--- src/rtl/control_sequencer.sv ---
`default_nettype none
// ============================================================================
// Module   : control_sequencer
// Purpose  : Fetch/execute micro-state sequencer for the 8-bit accumulator
//            CPU. It walks FETCH1..FETCH3 and then the execute states of the
//            fetched instruction. It also latches the opcode and flags
//            illegal opcodes. The downstream combinational control decoder
//            derives every register, ALU and memory strobe from STATE and
//            OPCODE.
// Ports    : CLK      in   system clock, rising-edge active
//            CLEAR    in   synchronous active-low reset
//            DR[7:0]  in   data register (instruction byte during FETCH3)
//            Z        in   zero flag, sampled only on the FETCH3 edge
//            MEM_RDY  in   memory ready (wait-state build only)
//            STATE    out  current micro-state code (6 bits)
//            OPCODE   out  opcode latched on the FETCH3 edge
//            ILLEGAL  out  last fetched byte was not a legal opcode
//            LAST     out  final state of the current instruction
//            MEM_REQ  out  current state reads or writes memory
// Options  : define CTRL_MEMWAIT_EN to stall MEM_REQ states until MEM_RDY=1
// Revision : 1.0 - initial release
// ============================================================================
module control_sequencer (
  input  logic       CLK,
  input  logic       CLEAR,
  input  logic [7:0] DR,
  input  logic       Z,
  input  logic       MEM_RDY,
  output logic [5:0] STATE,
  output logic [3:0] OPCODE,
  output logic       ILLEGAL,
  output logic       LAST,
  output logic       MEM_REQ
);

  typedef enum logic [5:0] {
    S_FETCH1 = 6'd0,  S_FETCH2 = 6'd1,  S_FETCH3 = 6'd2,
    S_NOP1   = 6'd3,
    S_LDAC1  = 6'd4,  S_LDAC2  = 6'd5,  S_LDAC3  = 6'd6,
    S_LDAC4  = 6'd7,  S_LDAC5  = 6'd8,
    S_STAC1  = 6'd9,  S_STAC2  = 6'd10, S_STAC3  = 6'd11,
    S_STAC4  = 6'd12, S_STAC5  = 6'd13,
    S_MVAC1  = 6'd14, S_MOVR1  = 6'd15,
    S_JUMP1  = 6'd16, S_JUMP2  = 6'd17, S_JUMP3  = 6'd18,
    S_JMPZY1 = 6'd19, S_JMPZY2 = 6'd20, S_JMPZY3 = 6'd21,
    S_JMPZN1 = 6'd22, S_JMPZN2 = 6'd23,
    S_JPNZY1 = 6'd24, S_JPNZY2 = 6'd25, S_JPNZY3 = 6'd26,
    S_JPNZN1 = 6'd27, S_JPNZN2 = 6'd28,
    S_ADD1   = 6'd29, S_SUB1   = 6'd30, S_INAC1  = 6'd31, S_CLAC1  = 6'd32,
    S_AND1   = 6'd33, S_OR1    = 6'd34, S_XOR1   = 6'd35, S_NOT1   = 6'd36
  } state_t;

  localparam logic [3:0] C_OP_JMPZ = 4'h6;
  localparam logic [3:0] C_OP_JPNZ = 4'h7;

  state_t     r_state;
  state_t     w_next_state;
  state_t     w_fetch3_target;
  logic [3:0] r_opcode;
  logic       r_illegal;
  logic       w_dr_legal;
  logic       w_last;
  logic       w_mem_req;
  logic       w_advance;

  // Only bytes with a zero upper nibble are instructions.
  assign w_dr_legal = (DR[7:4] == 4'h0);

  // Exit from FETCH3. Z is looked at here only, so later changes of Z
  // cannot redirect a branch that is already under way.
  always_comb begin
    w_fetch3_target = S_NOP1;
    if (w_dr_legal) begin
      case (DR[3:0])
        4'h0:      w_fetch3_target = S_NOP1;
        4'h1:      w_fetch3_target = S_LDAC1;
        4'h2:      w_fetch3_target = S_STAC1;
        4'h3:      w_fetch3_target = S_MVAC1;
        4'h4:      w_fetch3_target = S_MOVR1;
        4'h5:      w_fetch3_target = S_JUMP1;
        C_OP_JMPZ: w_fetch3_target = Z ? S_JMPZY1 : S_JMPZN1;
        C_OP_JPNZ: w_fetch3_target = Z ? S_JPNZN1 : S_JPNZY1;
        4'h8:      w_fetch3_target = S_ADD1;
        4'h9:      w_fetch3_target = S_SUB1;
        4'hA:      w_fetch3_target = S_INAC1;
        4'hB:      w_fetch3_target = S_CLAC1;
        4'hC:      w_fetch3_target = S_AND1;
        4'hD:      w_fetch3_target = S_OR1;
        4'hE:      w_fetch3_target = S_XOR1;
        4'hF:      w_fetch3_target = S_NOT1;
        default:   w_fetch3_target = S_NOP1;
      endcase
    end
  end

  // Next-state logic. Every final state and every unreachable code falls
  // through to the default, which returns to FETCH1.
  always_comb begin
    w_next_state = S_FETCH1;
    case (r_state)
      S_FETCH1: w_next_state = S_FETCH2;
      S_FETCH2: w_next_state = S_FETCH3;
      S_FETCH3: w_next_state = w_fetch3_target;
      S_LDAC1:  w_next_state = S_LDAC2;
      S_LDAC2:  w_next_state = S_LDAC3;
      S_LDAC3:  w_next_state = S_LDAC4;
      S_LDAC4:  w_next_state = S_LDAC5;
      S_STAC1:  w_next_state = S_STAC2;
      S_STAC2:  w_next_state = S_STAC3;
      S_STAC3:  w_next_state = S_STAC4;
      S_STAC4:  w_next_state = S_STAC5;
      S_JUMP1:  w_next_state = S_JUMP2;
      S_JUMP2:  w_next_state = S_JUMP3;
      S_JMPZY1: w_next_state = S_JMPZY2;
      S_JMPZY2: w_next_state = S_JMPZY3;
      S_JMPZN1: w_next_state = S_JMPZN2;
      S_JPNZY1: w_next_state = S_JPNZY2;
      S_JPNZY2: w_next_state = S_JPNZY3;
      S_JPNZN1: w_next_state = S_JPNZN2;
      default:  w_next_state = S_FETCH1;
    endcase
  end

  // Final-state decode.
  always_comb begin
    w_last = 1'b0;
    case (r_state)
      S_NOP1, S_LDAC5, S_STAC5, S_MVAC1, S_MOVR1,
      S_JUMP3, S_JMPZY3, S_JMPZN2, S_JPNZY3, S_JPNZN2,
      S_ADD1, S_SUB1, S_INAC1, S_CLAC1,
      S_AND1, S_OR1, S_XOR1, S_NOT1: w_last = 1'b1;
      default:                       w_last = 1'b0;
    endcase
  end

  // Memory-access state decode.
  always_comb begin
    w_mem_req = 1'b0;
    case (r_state)
      S_FETCH2,
      S_LDAC1, S_LDAC2, S_LDAC4,
      S_STAC1, S_STAC2, S_STAC5,
      S_JUMP1, S_JUMP2,
      S_JMPZY1, S_JMPZY2,
      S_JPNZY1, S_JPNZY2: w_mem_req = 1'b1;
      default:            w_mem_req = 1'b0;
    endcase
  end

`ifdef CTRL_MEMWAIT_EN
  // A memory state only moves on once the memory signals ready.
  assign w_advance = ~w_mem_req | MEM_RDY;
`else
  logic w_unused_mem_rdy;
  assign w_unused_mem_rdy = MEM_RDY;
  assign w_advance        = 1'b1;
`endif

  // State, opcode and illegal flag. Reset overrides any stall.
  always_ff @(posedge CLK) begin
    if (!CLEAR) begin
      r_state   <= S_FETCH1;
      r_opcode  <= 4'h0;
      r_illegal <= 1'b0;
    end else if (w_advance) begin
      r_state <= w_next_state;
      if (r_state == S_FETCH3) begin
        r_opcode  <= w_dr_legal ? DR[3:0] : 4'h0;
        r_illegal <= ~w_dr_legal;
      end
    end
  end

  assign STATE   = r_state;
  assign OPCODE  = r_opcode;
  assign ILLEGAL = r_illegal;
  assign LAST    = w_last;
  assign MEM_REQ = w_mem_req;

endmodule
`default_nettype wire
--- config.mk ---
export PLATFORM = sky130hd
export DESIGN_NAME = control_sequencer
export DESIGN_NICKNAME = d
export VERILOG_FILES = /design/src/rtl/control_sequencer.sv
export SDC_FILE = /design/constraint.sdc
export NUM_CORES = 1
export LEC_CHECK = 0
export ABC_AREA = 1
export CORE_ASPECT_RATIO = 0.6
export CORE_MARGIN = 2
export CORE_UTILIZATION = 52
export DETAILED_ROUTE_END_ITERATION = 12
export PLACE_DENSITY = 0.87
export SLEW_MARGIN = 10
export SYNTH_ARGS = -nofsm -noshare
export SYNTH_HDL_FRONTEND = slang
export SYNTH_SLANG_ARGS = --single-unit
--- constraint.sdc ---
create_clock -name CLK -period 2.67 [get_ports CLK]
set_clock_uncertainty 0.1 [all_clocks]
set_input_delay 0.267 -clock CLK [delete_from_list [all_inputs] [get_ports CLK]]
set_output_delay 0.267 -clock CLK [all_outputs]
set_load 0.005 [all_outputs]
### Word level (Yosys, flattened, before mapping)

Memory sizes are Yosys's and may differ from the RTL's. A register that Yosys moved wholly into a read port is not among the register bits.
Index checks and enable logic that the tools add are counted.

| word-level totals | value |
|---|---|
| bits of input ports | 12 |
| bits in read-only memories | 96 |
| memories kept | 2 |
| bits in registers | 11 |

Memories:

| name | depth | bits a word | read ports | clocked after Yosys merged registers in | write ports | line | RTL |
|---|---|---|---|---|---|---|---|
| (no name shown) | 64 | 1 | 1 | 1 | 0 | 127 | `case (r_state)` |
| (no name shown) | 32 | 1 | 1 | 1 | 0 | 139 | `case (r_state)` |

| cells by class | value |
|---|---|
| eq/ne operators | 33 |
| muxes and demuxes | 9 |
| reduce and logical (&&, ||, !) cells | 3 |
| bitwise gates (word level) | 1 |

Operators by type and width:

| kind | number |
|---|---|
| $pmux W6 S19 | 1 |
| $pmux W6 S16 | 1 |
| $eq A6 B5 Y1 const B | 8 |
| $eq A4 B4 Y1 const B | 8 |
| $eq A6 B3 Y1 const B | 4 |
| $eq A6 B4 Y1 const B | 4 |
| $eq A4 B3 Y1 const B | 4 |
| $mux W6 | 2 |
| $eq A4 B2 Y1 const B | 2 |
| $logic_not A4 Y1 | 2 |
| $eq A6 B1 Y1 const B | 1 |
| $eq A6 B2 Y1 const B | 1 |
| $logic_not A6 Y1 | 1 |
| $mux W5 | 1 |
| $eq A4 B1 Y1 const B | 1 |
| $mux W4 | 1 |
| $mux W3 | 1 |
| $mux W2 | 1 |
| $mux W1 | 1 |
| $not A1 Y1 | 1 |

### Logic depth before layout (Yosys ltp)

| depth | value |
|---|---|
| depth after elaboration | 5 |
| depth in mapped cells | 19 |
| depth with buffers taken out | 19 |

### Worst setup path after synthesis

OpenSTA, ideal clock, no wires.

| timing path | value |
|---|---|
| kind | register to register |
| start point | reg r_state[0], in the netlist STATE[0] |
| end point | reg, netlist name LAST |
| stages on the path, launching flop included | 18 |
| path slack | 0.566 ns |
| required time | 2.458 ns |
| library setup time | 0.112 ns |
| arrival time | 1.892 ns |
| path through | dfxtp_1 -> nand2_1 -> nand2_1 -> nor2_2 -> nand3b_1 -> nor2_1 -> nand2_1 -> nand2_1 -> ha_1 -> inv_1 -> ha_1 -> inv_1 -> nor2_1 -> nand2_1 -> nand2_1 -> nor2_1 -> nand2_1 -> nand2_1 |

| between the ends | value |
|---|---|
| word-level cells in the longest chain between the ends | 3 |
| elaborated cells on any way between the ends | 21 |
| those cells by class | eq/ne (18); mux (2); reduce/logical (1) |

RTL lines:

| element | line | RTL |
|---|---|---|
| start: declaration | 56 | `state_t r_state;` |
| start signal: assignment | 166 | `r_state <= w_next_state;` |
| $eq A6 B5 Y1 (tied with other cells) | 100 | `case (r_state)` |
| $pmux W6 S19 (*) | 100 |  |
| $mux W6 (no source line) (*) | -- |  |

Every way passes the cells marked *; elsewhere a longest branch is shown, timed or not.
A chain may end at the register's enable or synchronous reset.

### Final worst setup path

| timing path | value |
|---|---|
| start point | in DR[1] |
| end point | reg, netlist name LAST |

| between the ends | value |
|---|---|
| word-level cells in the longest chain between the ends | 5 |
| elaborated cells on any way between the ends | 20 |
| those cells by class | eq/ne (15); mux (4); reduce/logical (1) |

RTL lines:

| element | line | RTL |
|---|---|---|
| start: declaration | 26 | `input logic [7:0] DR,` |
| $eq A4 B4 Y1 (tied with other cells) | 74 | `case (DR[3:0])` |
| $pmux W6 S16 (*) | 74 |  |
| $mux W6 (*) | 73 | `if (w_dr_legal) begin` |
| $pmux W6 S19 (*) | 100 |  |
| $mux W6 (no source line) (*) | -- |  |

Marks and branches as above.

==> impl_metrics.json <==
{
  "status": "finished, final reports clean",
  "intPower_mw": 0.499,
  "tns_ns": 0,
  "firstDrtPassIters": 5,
  "synth_area_um2": 1300,
  "layout_commonest_cell": "nand2_1",
  "setup_slack_ns": 0.309,
  "cts.repair.resized": 0,
  "grtUsageTotal_pct": 22.8,
  "yosysSeqAreaShare_pct": 20.0,
  "fill_cells": 206,
  "wl_per_cell_um": 11.0,
  "seq_power_share_pct": 29.4,
  "finalPower_mw": 0.843,
  "cts_buffers": 3,
  "ys_ff_latch": 13,
  "postSynthCellCount": 219,
  "cap_violations": 0,
  "clkSinkCount": 13,
  "synth-simple-area-share_pct": 57.7,
  "layout-drive-gt1-share_pct": 16.1,
  "peakVddDrop_v": 0.000356,
  "setup_viol": 0,
  "cts.clk_slew.worst_paths_ns": 0.06,
  "final_max_slew_viol_count": 0,
  "relSlewSlack_pct": 78.5,
  "synth.avg_cell_area_um2": 5.93,
  "io_pins": 25,
  "dp_hpwl_mm": 2.46,
  "dp_cells": 275,
  "synth_cell_types": 25,
  "grt_overflow": 0,
  "cts_root_buf": "clkbuf_8",
  "mostFrequentLayoutCells": "71 x nand2_1, 30 x inv_1, 24 x nor2_1",
  "core_area_um2": 2260,
  "clockBufferDepth": 2,
  "hold_buffers": 0,
  "fin_area_um2": 1630,
  "start_util_pct": 57.4,
  "ys_warn_count": 0,
  "cp.required_ns": 2.71,
  "fp.dieArea_um2": 2930,
  "max_freq_ghz": 0.424,
  "vias_per_cell": 5.02,
  "synth-xor-area-share_pct": 0,
  "syn2layout_area_growth_pct": 25.8,
  "wl_mm": 3.06,
  "path_cells": "clkdlybuf4s50_1 > nand2_1 > clkinv_1 > o21ai_0 > nand4_1 > nand2_1 > nand2_1 > nand2_1 > ha_1 > inv_1 > ha_1 > inv_1 > nor2_1 > nand2_1 > nand2_1 > nor2_1 > nand2_1 > nand2_1",
  "drc": 0,
  "rsz0062_at_grt": "false",
  "gp_congestion": 0.891,
  "final.period_utilization_pct": 88.4,
  "switchingPower_mw": 0.344,
  "die_x_um": 68.5,
  "crit_path_top_delay_cell": "clkdlybuf4s50_1",
  "grt_pass1_wl_mm": 5.11,
  "tightest_slew_ns": 0.321,
  "cp-start-kind": "input pin",
  "synthMuxAreaShare_pct": 0,
  "pre_cts_ws_ns": 0.118,
  "p_leak_nw": 0.870,
  "grt_pass1_vias": 1190,
  "pwr-share-clk_pct": 20.6,
  "grt_max_degree": 9,
  "finalNonFillerCells": 279,
  "cp.arrival_ns": 2.40,
  "htree_levels": 1,
  "cts_tree": "yes",
  "postPlaceCellArea_um2": 1590,
  "swShare_pct": 40.8,
  "worst-path-max-fanout": 7,
  "min_path_type": "reg -> reg",
  "vias": 1400,
  "clkLatencyLatePin_ns": 0.24,
  "dr.first_iter.drc_count": 141,
  "row_count": 13,
  "synthesis.nets": 237,
  "power_density_nw_per_um2": 516,
  "chipHeight_um": 42.7,
  "ant_nets": 0,
  "synth_fa_ha_area_share_pct": 5.78,
  "endpoint_kind": "register",
  "antenna_found_initial": 0,
  "cts_setup_buffers": 0,
  "fin_nets": 268,
  "synth_top_family_by_area": "simple AND/OR/NAND/NOR gates",
  "portBuffers": 23,
  "cp_common_cell": "nand2_1",
  "finalHoldViolations": 0,
  "antenna_cells": 0,
  "worstSetupPathType": "in -> reg",
  "cpPeakStageDelay_ns": 0.53,
  "synth_compound_area_share_pct": 5.30,
  "power_frac_comb_pct": 50.0,
  "finalCriticalPeriod_ns": 2.36
}
## layout make-up
cell class / count / area (µm²) / area share, %
inverters: 36 / 138 / 8.42
multi-input cells: 169 / 893 / 54.7
repair buffers: 27 / 260 / 15.9
flip-flops and latches: 13 / 260 / 15.9
well taps: 30 / 37.5 / 2.30
clock buffers: 4 / 45.0 / 2.76
## synth_stat cells
master     n  area, µm²
nand2_1   71        267
inv_1     30        113
nor2_1    24       90.1
nand3_1   23        115
dfxtp_1   13        260
nor2_2     9       56.3
a21oi_1    7       35.0
nor2_4     7       78.8
ha_1       6       75.1
nand2_2    5       31.3
o21ai_0    5       25.0
inv_2      4       15.0
nand2_4    2       22.5
nand4_1    2       12.5
buf_4      1       7.51
clkinv_1   1       3.75
inv_4      1       6.26
nand3_2    1       10.0
nand3_4    1       17.5
nand3b_1   1       7.51
nor2_8     1       20.0
nor3_1     1       5.00
nor3_2     1       10.0
nor4_1     1       6.26
o21ai_2    1       8.76
## power by group through the flow
stage | sequential (mW) | clock, mW | combinational (mW)
finish | 0.248 | 0.173 | 0.421
global route | 0.250 | 0.187 | 0.469
CTS | 0.247 | 0.173 | 0.417
detailed placement | 0.251 | 0 | 0.411
global placement | 0.251 | 0 | 0.403
floorplan | 0.249 | 0 | 0.269
## layer usage
metal / track usage (%) / wire [µm] / vias up
met3: 2.39 / 241 / 2
met4: 4.80 / 12 / 0
met1: 35.1 / 1580 / 601
met2: 33.7 / 1220 / 55
li1: - / - / 742
met5: 0 / 0 / -
## path summary, 6_finish.rpt
path                                start  cells past startpoint         to  slack (ns)
worst max-delay path                DR[1]                     18       LAST        0.31
worst min-delay path            OPCODE[0]                      2  OPCODE[0]        0.37
worst max register to register   STATE[0]                     17       LAST        0.32
worst min register to register  OPCODE[0]                      2  OPCODE[0]        0.37
## cells by family after synthesis
logic type | after synthesis
compound gates | 13
buf+inv | 37
simple gates | 150
fa+ha+maj | 6
flops | 13
## flip-flops by register name, summed over array words and instances (netlist names), named ones only
signal,flops
STATE,6
LAST,1
OPCODE,4
ILLEGAL,1
## stage by stage
| step | hold slack [ns] | util (%) |
|---|---|---|
| 2_1_floorplan | 0.310 | - |
| 3_3_place_gp | 0.361 | 70.3 |
| 3_5_place_dp | 0.361 | 70.3 |
| 4_1_cts | 0.372 | 72.3 |
| 5_1_grt | 0.401 | 72.3 |
| 6_report | 0.371 | 72.3 |
## worst max-delay path: cells and delay by family
family	cells	cell delay, ns
simple gates	11	0.82
buf+inv	4	0.71
compound gates	1	0.15
fa+ha+maj	2	0.43
No activity file was read; power rests on OpenSTA's default activity.
